## src/rtl/spi_rx_frontend.sv

```systemverilog
// SPI mode-0 slave receiver feeding fib_table: synchronizes the raw pins into clk,
// deserializes MSB-first bytes and reports cs_n-delimited frame completion/errors.
module spi_rx_frontend #(
   parameter int SYNC_STAGES = 2,
   parameter int MAX_BYTES   = 41,
   parameter int BYTE_CNT_W  = 6
) (
   input  logic                  clk,
   input  logic                  rst,
   input  logic                  sclk,
   input  logic                  cs_n,
   input  logic                  mosi,
   output logic                  RX_valid,
   output logic [7:0]            data_SPI_to_FIB,
   output logic                  frame_active,
   output logic                  frame_done,
   output logic                  frame_error,
   output logic [BYTE_CNT_W-1:0] byte_count
);

   localparam logic [BYTE_CNT_W-1:0] MAX_CNT = BYTE_CNT_W'(MAX_BYTES);

   typedef enum logic [1:0] {S_IDLE, S_RECV, S_END} state_t;

   state_t                 state, state_nxt;
   logic [SYNC_STAGES-1:0] sclk_sync, cs_sync, mosi_sync;
   logic                   sclk_d;
   logic                   sclk_s, cs_s, mosi_s, rise;
   logic [2:0]             bit_cnt;
   logic [7:0]             shift_reg;
   logic [7:0]             rx_byte;
   logic                   pending;
   logic                   ovf;
   logic                   start, shift_en;

   // cs_n chain resets high so a reset never looks like a frame start
   always_ff @(posedge clk or negedge rst) begin
      if (!rst) begin
         sclk_sync <= '0;
         cs_sync   <= '1;
         mosi_sync <= '0;
         sclk_d    <= 1'b0;
      end else begin
         sclk_sync <= {sclk_sync[SYNC_STAGES-2:0], sclk};
         cs_sync   <= {cs_sync[SYNC_STAGES-2:0], cs_n};
         mosi_sync <= {mosi_sync[SYNC_STAGES-2:0], mosi};
         sclk_d    <= sclk_s;
      end
   end

   assign sclk_s = sclk_sync[SYNC_STAGES-1];
   assign cs_s   = cs_sync[SYNC_STAGES-1];
   assign mosi_s = mosi_sync[SYNC_STAGES-1];
   assign rise   = sclk_s & ~sclk_d;

   always_ff @(posedge clk or negedge rst) begin
      if (!rst) state <= S_IDLE;
      else      state <= state_nxt;
   end

   // cs_n deassertion wins over a coincident sclk rise
   always_comb begin
      state_nxt    = state;
      start        = 1'b0;
      shift_en     = 1'b0;
      frame_active = 1'b0;
      frame_done   = 1'b0;
      frame_error  = 1'b0;
      case (state)
         S_IDLE: begin
            if (!cs_s) begin
               state_nxt = S_RECV;
               start     = 1'b1;
            end
         end
         S_RECV: begin
            frame_active = 1'b1;
            if (cs_s)      state_nxt = S_END;
            else if (rise) shift_en  = 1'b1;
         end
         S_END: begin
            if (bit_cnt == 3'd0 && !ovf) frame_done  = 1'b1;
            else                         frame_error = 1'b1;
            state_nxt = S_IDLE;
         end
         default: state_nxt = S_IDLE;
      endcase
   end

   // A completed byte is parked in rx_byte and presented one clk later
   always_ff @(posedge clk or negedge rst) begin
      if (!rst) begin
         bit_cnt         <= '0;
         shift_reg       <= '0;
         rx_byte         <= '0;
         pending         <= 1'b0;
         ovf             <= 1'b0;
         RX_valid        <= 1'b0;
         data_SPI_to_FIB <= '0;
         byte_count      <= '0;
      end else begin
         RX_valid <= 1'b0;
         if (pending) begin
            RX_valid        <= 1'b1;
            data_SPI_to_FIB <= rx_byte;
            byte_count      <= byte_count + BYTE_CNT_W'(1);
            pending         <= 1'b0;
         end
         if (start) begin
            bit_cnt    <= '0;
            shift_reg  <= '0;
            byte_count <= '0;
            ovf        <= 1'b0;
         end else if (shift_en) begin
            shift_reg <= {shift_reg[6:0], mosi_s};
            bit_cnt   <= bit_cnt + 3'd1;
            if (bit_cnt == 3'd7) begin
               if (byte_count < MAX_CNT) begin
                  rx_byte <= {shift_reg[6:0], mosi_s};
                  pending <= 1'b1;
               end else begin
                  ovf <= 1'b1;
               end
            end
         end
      end
   end

endmodule

```

## config.mk

```make
export PLATFORM = sky130hd
export DESIGN_NAME = spi_rx_frontend
export DESIGN_NICKNAME = d
export VERILOG_FILES = /design/src/rtl/spi_rx_frontend.sv
export SDC_FILE = /design/constraint.sdc
export NUM_CORES = 1
export LEC_CHECK = 0
export BUFFER_PORTS_ARGS = -buffer_cell sky130_fd_sc_hd__buf_2
export CAP_MARGIN = 20
export CORE_ASPECT_RATIO = 1.75
export CORE_MARGIN = 2
export CORE_UTILIZATION = 24
export DETAILED_ROUTE_END_ITERATION = 16
export PLACE_DENSITY = 0.48
export SLEW_MARGIN = 15
export SYNTH_ARGS = -nofsm -noshare
export SYNTH_HDL_FRONTEND = slang
export SYNTH_SLANG_ARGS = --single-unit
```

## constraint.sdc

```tcl
create_clock -name clk -period 2.05 [get_ports clk]
set_clock_uncertainty 0.15 [all_clocks]
set_input_delay 0 -clock clk [delete_from_list [all_inputs] [get_ports clk]]
set_output_delay 0 -clock clk [all_outputs]
set_load 0.1 [all_outputs]
```

* Yosys cells after proc, flatten, opt, wreduce, memory -nomap -nowiden *
Index checks and enable logic that the tools add are counted.

storage, ports and cells
  latch bits = 0
  bits in writable memories = 0
  output and inout port bits = 18
  word-level logic and storage cells = 63
  memory bits (read-only) = 0
  register bits after elaboration = 44
  memories kept = 0

operators by class
  bitwise gates (word level) = 3
  $mul = 0
  shifts and indexed selects = 0
  reductions and logical operators = 10
  order comparisons = 1
  divide/modulo/power cells = 0
  eq/ne operators = 6
  add/subtract/negate cells = 2
  mux-type cells = 28

operators with widths
  cell                   number
  $mux W1                19
  $mux W7                2
  $mux W6                2
  $add A6 B1 Y6 const B  1
  $lt A6 B6 Y1 const B   1
  $mux W3                2
  $ne A2 B2 Y1 const B   3
  $reduce_bool A2 Y1     3
  $mux W2                2
  $pmux W2 S2            1
  $reduce_and A4 Y1      1
  $add A3 B1 Y3 const B  1
  $eq A3 B3 Y1 const B   1
  $logic_not A3 Y1       1
  $reduce_and A3 Y1      1
  $eq A2 B1 Y1 const B   1
  $eq A2 B2 Y1 const B   1
  $logic_not A2 Y1       1
  $not A1 Y1             2
  $reduce_and A2 Y1      1
  $and A1 B1 Y1          1
  $logic_and A1 B1 Y1    1
  $logic_not A1 Y1       1

* Logic depth before layout (Yosys ltp) *
Gate-level depths: netlist (run 1).

  depth after elaboration = 7
  mapped depth = 6
  depth with buffers taken out = 5

* Least setup slack after synthesis (run 1) *
Ideal clock, no wire load.

  path type = reg-to-output
  start = register bit_cnt[0]
  end = output frame_error
  path buffers = 0
  cell stages (with the launch flop) = 4
  data arrival time = 2.074 ns
  slack = -0.174 ns
  path through = dfrtp_1 -> inv_1 -> ha_1 -> a21oi_1

on the way
  cells in the longest elaborated chain, start to end = 4

ends and longest elaborated chain
  element                 RTL line  source
  from (decl)             29        logic [2:0] bit_cnt;
  from (signal assigned)  116       bit_cnt <= bit_cnt + 3'd1;
  $logic_not A3 Y1        82        if (bit_cnt == 3'd0 && !ovf) frame_done = 1'b1;
  $logic_and A1 B1 Y1     82
  $mux W1                 82
  $mux W1                 69        case (state)
  to (decl)               17        output logic frame_error,

Every way passes these cells.

* Worst setup path after layout (run 1) *
  start = register state[1]
  end = register rx_byte[2]

on the way
  cells in the longest elaborated chain, start to end = 4
  elaborated cells between the ends (all ways) = 6
  those cells by class = eq/ne (1); mux (2); bitwise (1); reduce/logical (2)

ends and longest elaborated chain
  element                          RTL line  source
  from (decl)                      25        state_t state, state_nxt;
  from (signal assigned)           58        else state <= state_nxt;
  $logic_not A2 Y1                 69
  $mux W1                          69
  $not A1 Y1 (no line)             -
  $reduce_and A4 Y1 (no line) (*)  -
  to (signal assigned)             119       rx_byte <= {shift_reg[6:0], mosi_s};
  to (decl)                        31        logic [7:0] rx_byte;

Every way passes the cells marked *; elsewhere a longest branch is shown, timed or not.
A chain may end at the register's enable or synchronous reset.

==> impl_metrics.ini, run 1 <==
[worst_setup_path]
crit_type = flop to flop
setup.worst_path.end = rx_byte[2]$_DFFE_PN0P_
reg2reg_from = state[1]$_DFFE_PN0P_
startpoint_type = flop
timing.rr.end = rx_byte[2]$_DFFE_PN0P_
cp-end-kind = flop
r2r_slack_ns = 0.28
cp.arrival_ns = 1.79
critPathRequiredTime_ns = 2.07
crit_start = state[1]$_DFFE_PN0P_
path_max_fanout = 10
ff2ff_path_depth = 5

[finish]
multi_input_area_sq_um = 593
nets = 181
instances_no_fill = 258
drive_above_1_share_pct = 34.3
areaGrowthSynthToFinish_pct = 24.5
fin_util_pct = 30.5
antenna_cells = 0
fillers = 740
area.sequential_sq_mm = 0.00111
layout_commonest_cell = dfrtp_1
final_cell_mix = dfrtp_1 (40), buf_2 (22), nand2_1 (21), mux2_2 (16), nor2_1 (11)

[synth]
synth_nets = 147
yosys.area_share.xor_xnor_pct = 2.02
synthAdderAreaFrac_pct = 3.61
ys_types = 27
ys_seq_elements = 44
synth-simple-area-share_pct = 14.6
synth-compound-area-share_pct = 2.24
synth-seq-area-share_pct = 63.7
synthMuxAreaShare_pct = 11.6
avgSynthCellArea_sq_um = 12.6
synthesis.area_sq_mm = 0.00173
synth_top_family_by_area = simple AND/OR/NAND/NOR gates
syn-instance-count = 137
ys_warn_count = 0

[routing]
ant_nets = 0
avgViaCountPerCell = 4.22
vias = 1090
drtIter0Drc = 26
first_pass_iters = 4
wl_per_cell_microns = 12.0
drt_wl_total_microns = 3100
drc = 0

[cts]
clk_path_buf_depth = 2
post_cts.repair.setup_buffers = 0
cts_tree = yes
worstSkewPairLatency_ns = 0.28
clock-root-buffer = clkbuf_16
cts.sinks = 44
clk_pin_slew_worst_paths_ns = 0.06
h-tree-depth = 2
numCtsBuffers = 5

[status]
status = finished clean

[global_routing]
grt_max_degree = 27
grt_pass1_wl_microns = 5140
first_global_vias = 1010
grt_usage_pct = 8.87
grt-ovfl-total = 0
antenna_found_initial = 0

[job]
max_cap_viol_count = 0

[timing]
hold_viol = 0
tightest_slew_ns = 0.587
finalSetupViolations = 0
min_period_ns = 1.77
rsz0062_at_grt = no
fmax_mhz = 565
tns_ns = 0
fin_crit_sh_pct = 86.4
slew_viol_final = 0
slew_headroom_pct = 60.9

[power_and_ir_drop]
power.leakage_nw = 1.11
irDropWorstVdd_uv = 401
powerDensity_mw_per_mm2 = 829

[floorplan]
start_util_pct = 24.5
num_io_pins = 23
die_w_microns = 68.2
die_area_sq_mm = 0.00794
rows = 41
die_h_microns = 116
core_area_sq_mm = 0.00708

[place]
post-dp-hpwl_microns = 2220
portBuffers = 22
numPlacedInstances = 246
place_congestion = 0.739

[hold_path]
hold_path.class = input pin to async pin
-- power by group --
group          switching [W]  leakage, nW  internal (W)
clock               0.000320       0.0766      0.000480
combinational      0.0000658        0.444     0.0000265
sequential         0.0000116        0.589      0.000885
-- cells by family (layout without fill, tap and decap cells) --
group           after synthesis  count (layout)
flops                        44              44
xor+xnor                      4               4
buf+inv                       8              43
simple gates                 51              51
compound gates                7               7
fa+ha+maj                     5               5
mux                          18              18
-- Yosys cell counts --
master     n  share of area, %
or3_1      2              0.72
mux2i_1    2               1.2
buf_2      2              0.58
nor2b_4    1              0.79
mux2_2    16                10
nand4_1    2              0.72
inv_1      4              0.87
nand3_1    8               2.3
a31oi_1    1              0.36
nor3b_2    1              0.72
nand2_1   21               4.5
o31ai_1    1              0.43
nand2b_1   1              0.36
xnor2_1    1              0.51
o21ai_0    2              0.58
xor2_1     3               1.5
nor2_1    11               2.4
a21oi_1    3              0.87
dfrtp_1   42                61
nor3_1     1              0.29
and3_1     1              0.36
ha_1       5               3.6
and2_1     1              0.36
dfstp_2    2               3.0
nand3_4    1               1.0
buf_6      1              0.65
clkbuf_1   1              0.22
-- worst min path at each step --
stage	cells after the start	from	slack [ns]	endpoint
5_1_grt	2	rst	0.16	data_SPI_to_FIB[5]$_DFFE_PN0P_
6_report	2	rst	0.10	data_SPI_to_FIB[3]$_DFFE_PN0P_
2_1_floorplan	0	rst	-0.45	RX_valid$_DFF_PN0_
3_5_place_dp	1	rst	-0.11	data_SPI_to_FIB[4]$_DFFE_PN0P_
4_1_cts	2	rst	0.12	data_SPI_to_FIB[4]$_DFFE_PN0P_
3_3_place_gp	1	rst	-0.11	data_SPI_to_FIB[4]$_DFFE_PN0P_
-- critical path, cell delays in order (launching register included) --
cell and delay [ns]:
dfrtp_1 0.43, nor2b_4 0.18, nand3_4 0.16, nor3b_2 0.18, buf_4 0.20, mux2_2 0.34
-- final cells by class --
class	instances	area share [%]
Multi-Input combinational cell	85	27.5
Tap cell	86	4.99
Timing Repair Buffer	31	8.70
Sequential cell	44	51.2
Clock buffer	6	6.43
Clock inverter	2	0.464
Inverter	4	0.696
-- timing repair --
| item | 4_1_cts | 5_1_grt |
|---|---|---|
| resized for setup | 0 | 0 |
| hold buffers | 4 | 0 |
| hold endpoints to repair | 27 | 0 |
-- per-stage QoR --
stage / setup slack (ns) / total power (W) / hold WS, ns / instance area (sq um)
4_1_cts: 0.249 / 0.00182 / 0.124 / 2160
5_1_grt: 0.164 / 0.00186 / 0.164 / 2160
3_5_place_dp: 0.260 / 0.00100 / -0.111 / 1970
2_1_floorplan: -0.0934 / 0.000963 / -0.446 / 1740
6_report: 0.279 / 0.00179 / 0.100 / 2160
3_3_place_gp: 0.269 / 0.00100 / -0.108 / 1970
-- per-layer routing --
layer	part of all wire, %	vias up	GRT usage [%]
met1	40	540	10.3
met4	3.1	0	5.60
met5	0	-	0
met2	54	18	14.5
li1	-	526	-
met3	3.4	6	1.83
Power figures use the tool's default switching activity.
==> run 2: changes to the inputs <==
--- a/constraint.sdc
+++ b/constraint.sdc
@@ -3,3 +3,3 @@
 set_input_delay 0 -clock clk [delete_from_list [all_inputs] [get_ports clk]]
 set_output_delay 0 -clock clk [all_outputs]
-set_load 0.1 [all_outputs]
+set_load 0.02 [all_outputs]
==> run 2 against run 1 <==
Against the previous run: sequential power hardly changed; worst hold slack better by 0.074 ns; wire length is 4.1% higher; setup slack worse by 0.074 ns; clock power is 11% higher; clock-buffer cell count stayed put; global-route usage is 0.65 points higher; core utilization is 0.74 points higher; register-to-register slack worse by 0.07 ns; critical endpoint is now rx_byte[0]$_DFFE_PN0P_.
==> impl_metrics.ini, run 2 (synthesized netlist as in run 1, its figures left out) <==
[worst_setup_path]
crit_type = flop to flop
critPathRequiredTime_ns = 2.07
reg2reg_from = byte_count[4]$_DFFE_PN0P_
cp-end-kind = flop
cp.arrival_ns = 1.87
crit_start = byte_count[4]$_DFFE_PN0P_
cp_top_family = simple AND/OR/NAND/NOR gates
worstPathCellList = o21ai_0, a21oi_1, nor3b_4, mux2_2
path_max_fanout = 9
path_buf_inv = 0
cp_slowest_stage_delay_ns = 0.48
slowest_stage = nor3b_4
startpoint_type = flop

[timing]
hold_viol = 0
finalSetupViolations = 0
tns_ns = 0
min_period_ns = 1.85
whs_ns = 0.174
tightest_slew_ns = 0.571
rsz0062_at_grt = no
fin_crit_sh_pct = 90.0
slew_headroom_pct = 61.9
fmax_mhz = 542
slew_viol_final = 0

[power_and_ir_drop]
power.leakage_nw = 1.14
powerDensity_mw_per_mm2 = 840
irDropWorstVdd_uv = 249

[global_routing]
grt_usage_pct = 9.52
antenna_found_initial = 0
grt_pass1_wl_microns = 5310
first_global_vias = 1122
grt_max_degree = 45
grt-ovfl-total = 0

[routing]
wl_per_cell_microns = 12.3
avgViaCountPerCell = 4.24
drc = 0
ant_nets = 0
first_pass_iters = 2
vias = 1116
drt_wl_total_microns = 3230
drtIter0Drc = 32

[job]
max_cap_viol_count = 0

[cts]
post_cts.repair.setup_buffers = 0
numCtsBuffers = 5
clock-root-buffer = clkbuf_16
cts_tree = yes
h-tree-depth = 2
clk_path_buf_depth = 2
worstSkewPairLatency_ns = 0.28
cts.sinks = 44
clk_pin_slew_worst_paths_ns = 0.06

[finish]
nets = 186
antenna_cells = 0
multi_input_area_sq_um = 596
area.sequential_sq_mm = 0.00110
areaGrowthSynthToFinish_pct = 27.6
final_cell_mix = dfrtp_1 (42), buf_2 (22), nand2_1 (21), mux2_2 (16), nor2_1 (11)
instances_no_fill = 263
layout_commonest_cell = dfrtp_1
fin_util_pct = 31.2
drive_above_1_share_pct = 33.9
fillers = 734
stdcell_area_sq_mm = 0.00221

[floorplan]
die_area_sq_mm = 0.00794
die_h_microns = 116
rows = 41
start_util_pct = 24.5
num_io_pins = 23
core_area_sq_mm = 0.00708
die_w_microns = 68.2

[hold_path]
hold_path.class = input pin to async pin

[place]
numPlacedInstances = 251
place_congestion = 0.733
place_area_sq_mm = 0.00200
post-dp-hpwl_microns = 2230
portBuffers = 22

[status]
status = finished clean
run 2: cell types whose count changed in the layout (fill, tap and decap cells not counted):
cell	before	now
buf_4	5	10
dfrtp_1	40	42
dfrtp_2	2	0
a21oi_1	2	3
a21oi_2	1	0
bufinv_16	0	1
clkbuf_1	0	1
clkbuf_8	1	0
clkinv_2	2	1
nor3b_2	1	0
nor3b_4	0	1
run 2: final cells by class:
cell class | instances | area share, %
Sequential cell | 44 | 49.9
Multi-Input combinational cell | 85 | 26.9
Timing Repair Buffer | 36 | 10.2
Clock buffer | 6 | 5.83
Tap cell | 86 | 4.87
Clock inverter | 2 | 1.58
Inverter | 4 | 0.679
run 2: where the power goes:
part	internal (W)	leakage [nW]	switching, W	total, W
registers	0.000885	0.593	0.0000103	0.000895
logic	0.0000281	0.471	0.0000469	0.0000750
clock network	0.000573	0.0808	0.000315	0.000887
total	0.00149	1.14	0.000372	0.00186
run 2: worst paths after layout:
kind | cells after the start | end | slack [ns]
min | 3 | data_SPI_to_FIB[4]$_DFFE_PN0P_ | 0.17
max reg2reg | 4 | rx_byte[0]$_DFFE_PN0P_ | 0.20
min in group clk | 0 | mosi_sync[1]$_DFF_PN0_ | 0.20
max in group asynchronous | 3 | cs_sync[0]$_DFF_PN1_ | 1.17
max | 4 | rx_byte[0]$_DFFE_PN0P_ | 0.20
min reg2reg | 0 | mosi_sync[1]$_DFF_PN0_ | 0.20
run 2: metal layers:
metal / share of wire (%) / track usage [%] / vias to the layer above
li1: - / - / 535
met2: 53 / 15.7 / 16
met4: 3.4 / 6.80 / 0
met1: 41 / 9.95 / 559
met3: 2.8 / 2.89 / 6
met5: 0 / 0 / -
run 2: repair_timing:
action,4_1_cts,5_1_grt
hold buffers,4,0
resized for setup,1,0
setup endpoints to repair,8,0
hold endpoints to repair,45,0
run 2: worst reg2reg max path, cell delays in order, from the launching register on:
cell	delay, ns
dfrtp_1	0.41
o21ai_0	0.18
a21oi_1	0.11
nor3b_4	0.48
mux2_2	0.40
run 2: per-stage QoR:
stage	setup slack [ns]	power, W
after floorplan	0.322	0.000942
after global placement	0.0628	0.000983
after detailed placement	-0.00735	0.000984
after CTS	0.156	0.00190
after global routing	0.113	0.00194
final	0.205	0.00186
==> run 3: changes to the inputs <==
- clock period: 2.05 -> 1.7 ns (I/O delays scaled with it)
==> run 3 against run 2 <==
Against the previous run: sequential share of layout area decreased by 0.39 points; critical path depth increased by 1; critical endpoint is now rx_byte[7]$_DFFE_PN0P_; core utilization increased by 0.25 points; setup slack got worse by 0.12 ns; clock-buffer cell count decreased by 1; critical path type unchanged; die area unchanged; combinational power increased by 32%; fmax increased by 14%; wire length decreased by 1.3%; flip-flop and latch count unchanged; design area increased by 0.79%; total power increased by 14%.
==> impl_metrics.ini, run 3 (synthesized netlist as in run 1, its figures left out) <==
[status]
status = finished clean

[global_routing]
grt_usage_pct = 9.19
grt_pass1_wl_microns = 5200
grt_max_degree = 45
antenna_found_initial = 0
first_global_vias = 1097
grt-ovfl-total = 0

[power_and_ir_drop]
power.leakage_nw = 1.16
irDropWorstVdd_uv = 362
total_power_w = 0.00212
powerDensity_mw_per_mm2 = 952

[floorplan]
num_io_pins = 23
core_area_sq_mm = 0.00708
rows = 41
start_util_pct = 24.5
die_area_sq_mm = 0.00794
die_h_microns = 116
die_w_microns = 68.2

[routing]
vias = 1122
drc = 0
wl_per_cell_microns = 11.9
first_pass_iters = 4
drtIter0Drc = 39
ant_nets = 0
drt_wl_total_microns = 3190
avgViaCountPerCell = 4.19

[cts]
cts.sinks = 44
clk_pin_slew_worst_paths_ns = 0.06
worstSkewPairLatency_ns = 0.29
clk_path_buf_depth = 2
clock-root-buffer = clkbuf_16
cts_tree = yes
numCtsBuffers = 5
h-tree-depth = 2

[place]
numPlacedInstances = 256
post-dp-hpwl_microns = 2300
portBuffers = 22
place_congestion = 0.760

[worst_setup_path]
worstPathCellList = nor2b_4, nand3_4, nor3b_2, buf_6, mux2_2
setup.worst_path.end = rx_byte[7]$_DFFE_PN0P_
slowest_stage = dfrtp_1
cp.arrival_ns = 1.64
startpoint_type = flop
reg2reg_from = state[0]$_DFFE_PN0P_
ff2ff_path_depth = 5
crit_start = state[0]$_DFFE_PN0P_
crit_type = flop to flop
cp_slowest_stage_delay_ns = 0.37
cp-end-kind = flop
path_max_fanout = 9
path_depth = 5
r2r_slack_ns = 0.08
cp_top_family = simple AND/OR/NAND/NOR gates
timing.rr.end = rx_byte[7]$_DFFE_PN0P_
critPathRequiredTime_ns = 1.72
path_buf_inv = 1

[finish]
layout_commonest_cell = dfrtp_1
multi_input_area_sq_um = 592
final_cell_mix = dfrtp_1 (42), buf_2 (22), nand2_1 (21), mux2_2 (16), buf_4 (14)
antenna_cells = 0
instances_no_fill = 268
drive_above_1_share_pct = 36.8
area.sequential_sq_mm = 0.00110
fin_util_pct = 31.5
areaGrowthSynthToFinish_pct = 28.6
fillers = 758
nets = 191

[timing]
hold_viol = 0
whs_ns = 0.168
rsz0062_at_grt = yes
min_period_ns = 1.62
slew_viol_final = 0
slew_headroom_pct = 63.7
tns_ns = 0
fin_crit_sh_pct = 95.1
finalSetupViolations = 0
fmax_mhz = 619
tightest_slew_ns = 0.545

[hold_path]
hold_path.class = input pin to async pin

[job]
max_cap_viol_count = 0
==> run 3: stage by stage <==
| stage | setup slack (ns) | instance area [sq um] |
|---|---|---|
| after floorplan | -0.0285 | 1730 |
| after global placement | 0.0155 | 2040 |
| after detailed placement | -0.00180 | 2040 |
| after CTS | 0.0275 | 2220 |
| after global routing | -0.0615 | 2230 |
| final | 0.0837 | 2230 |
==> run 3: routing by layer <==
metal	vias up	track usage [%]	wire length, microns
met5	-	0	0
met3	5	2.60	120
met4	0	6.00	104
met2	14	16.1	1780
li1	545	-	-
met1	558	9.15	1190
==> run 3: how the worst min path moves through the flow <==
stage | endpoint | slack, ns
3_5_place_dp | cs_sync[0]$_DFF_PN1_ | -0.04
4_1_cts | sclk_sync[0]$_DFF_PN0_ | 0.19
5_1_grt | sclk_sync[0]$_DFF_PN0_ | 0.20
3_3_place_gp | cs_sync[0]$_DFF_PN1_ | -0.04
6_report | data_SPI_to_FIB[5]$_DFFE_PN0P_ | 0.17
2_1_floorplan | RX_valid$_DFF_PN0_ | -0.45
==> run 3: area by class of cell <==
type | instances | area share, %
Multi-Input combinational cell | 85 | 26.6
Clock buffer | 5 | 5.61
Inverter | 4 | 0.674
Clock inverter | 3 | 0.842
Timing Repair Buffer | 41 | 12.0
Sequential cell | 44 | 49.5
Tap cell | 86 | 4.83
==> run 3: power breakdown <==
group	switching (W)	total (W)	internal, W
Sequential	0.0000110	0.00108	0.00107
Clock	0.000404	0.000945	0.000541
Combinational	0.0000589	0.0000993	0.0000404
==> run 3: tightest hold or removal path, cell delays in order <==
cell           delay (ns)
dlygate4sd3_1        0.52
buf_2                0.09
buf_4                0.45
==> run 3: repair_timing <==
item                                    in CTS  in global routing
pin swaps                                    0                  1
setup buffers                                0                  0
hold buffers                                 4                  0
hold endpoints to repair                    45                  0
gates resized for setup                      1                  2
endpoints found under the setup margin       4                  8
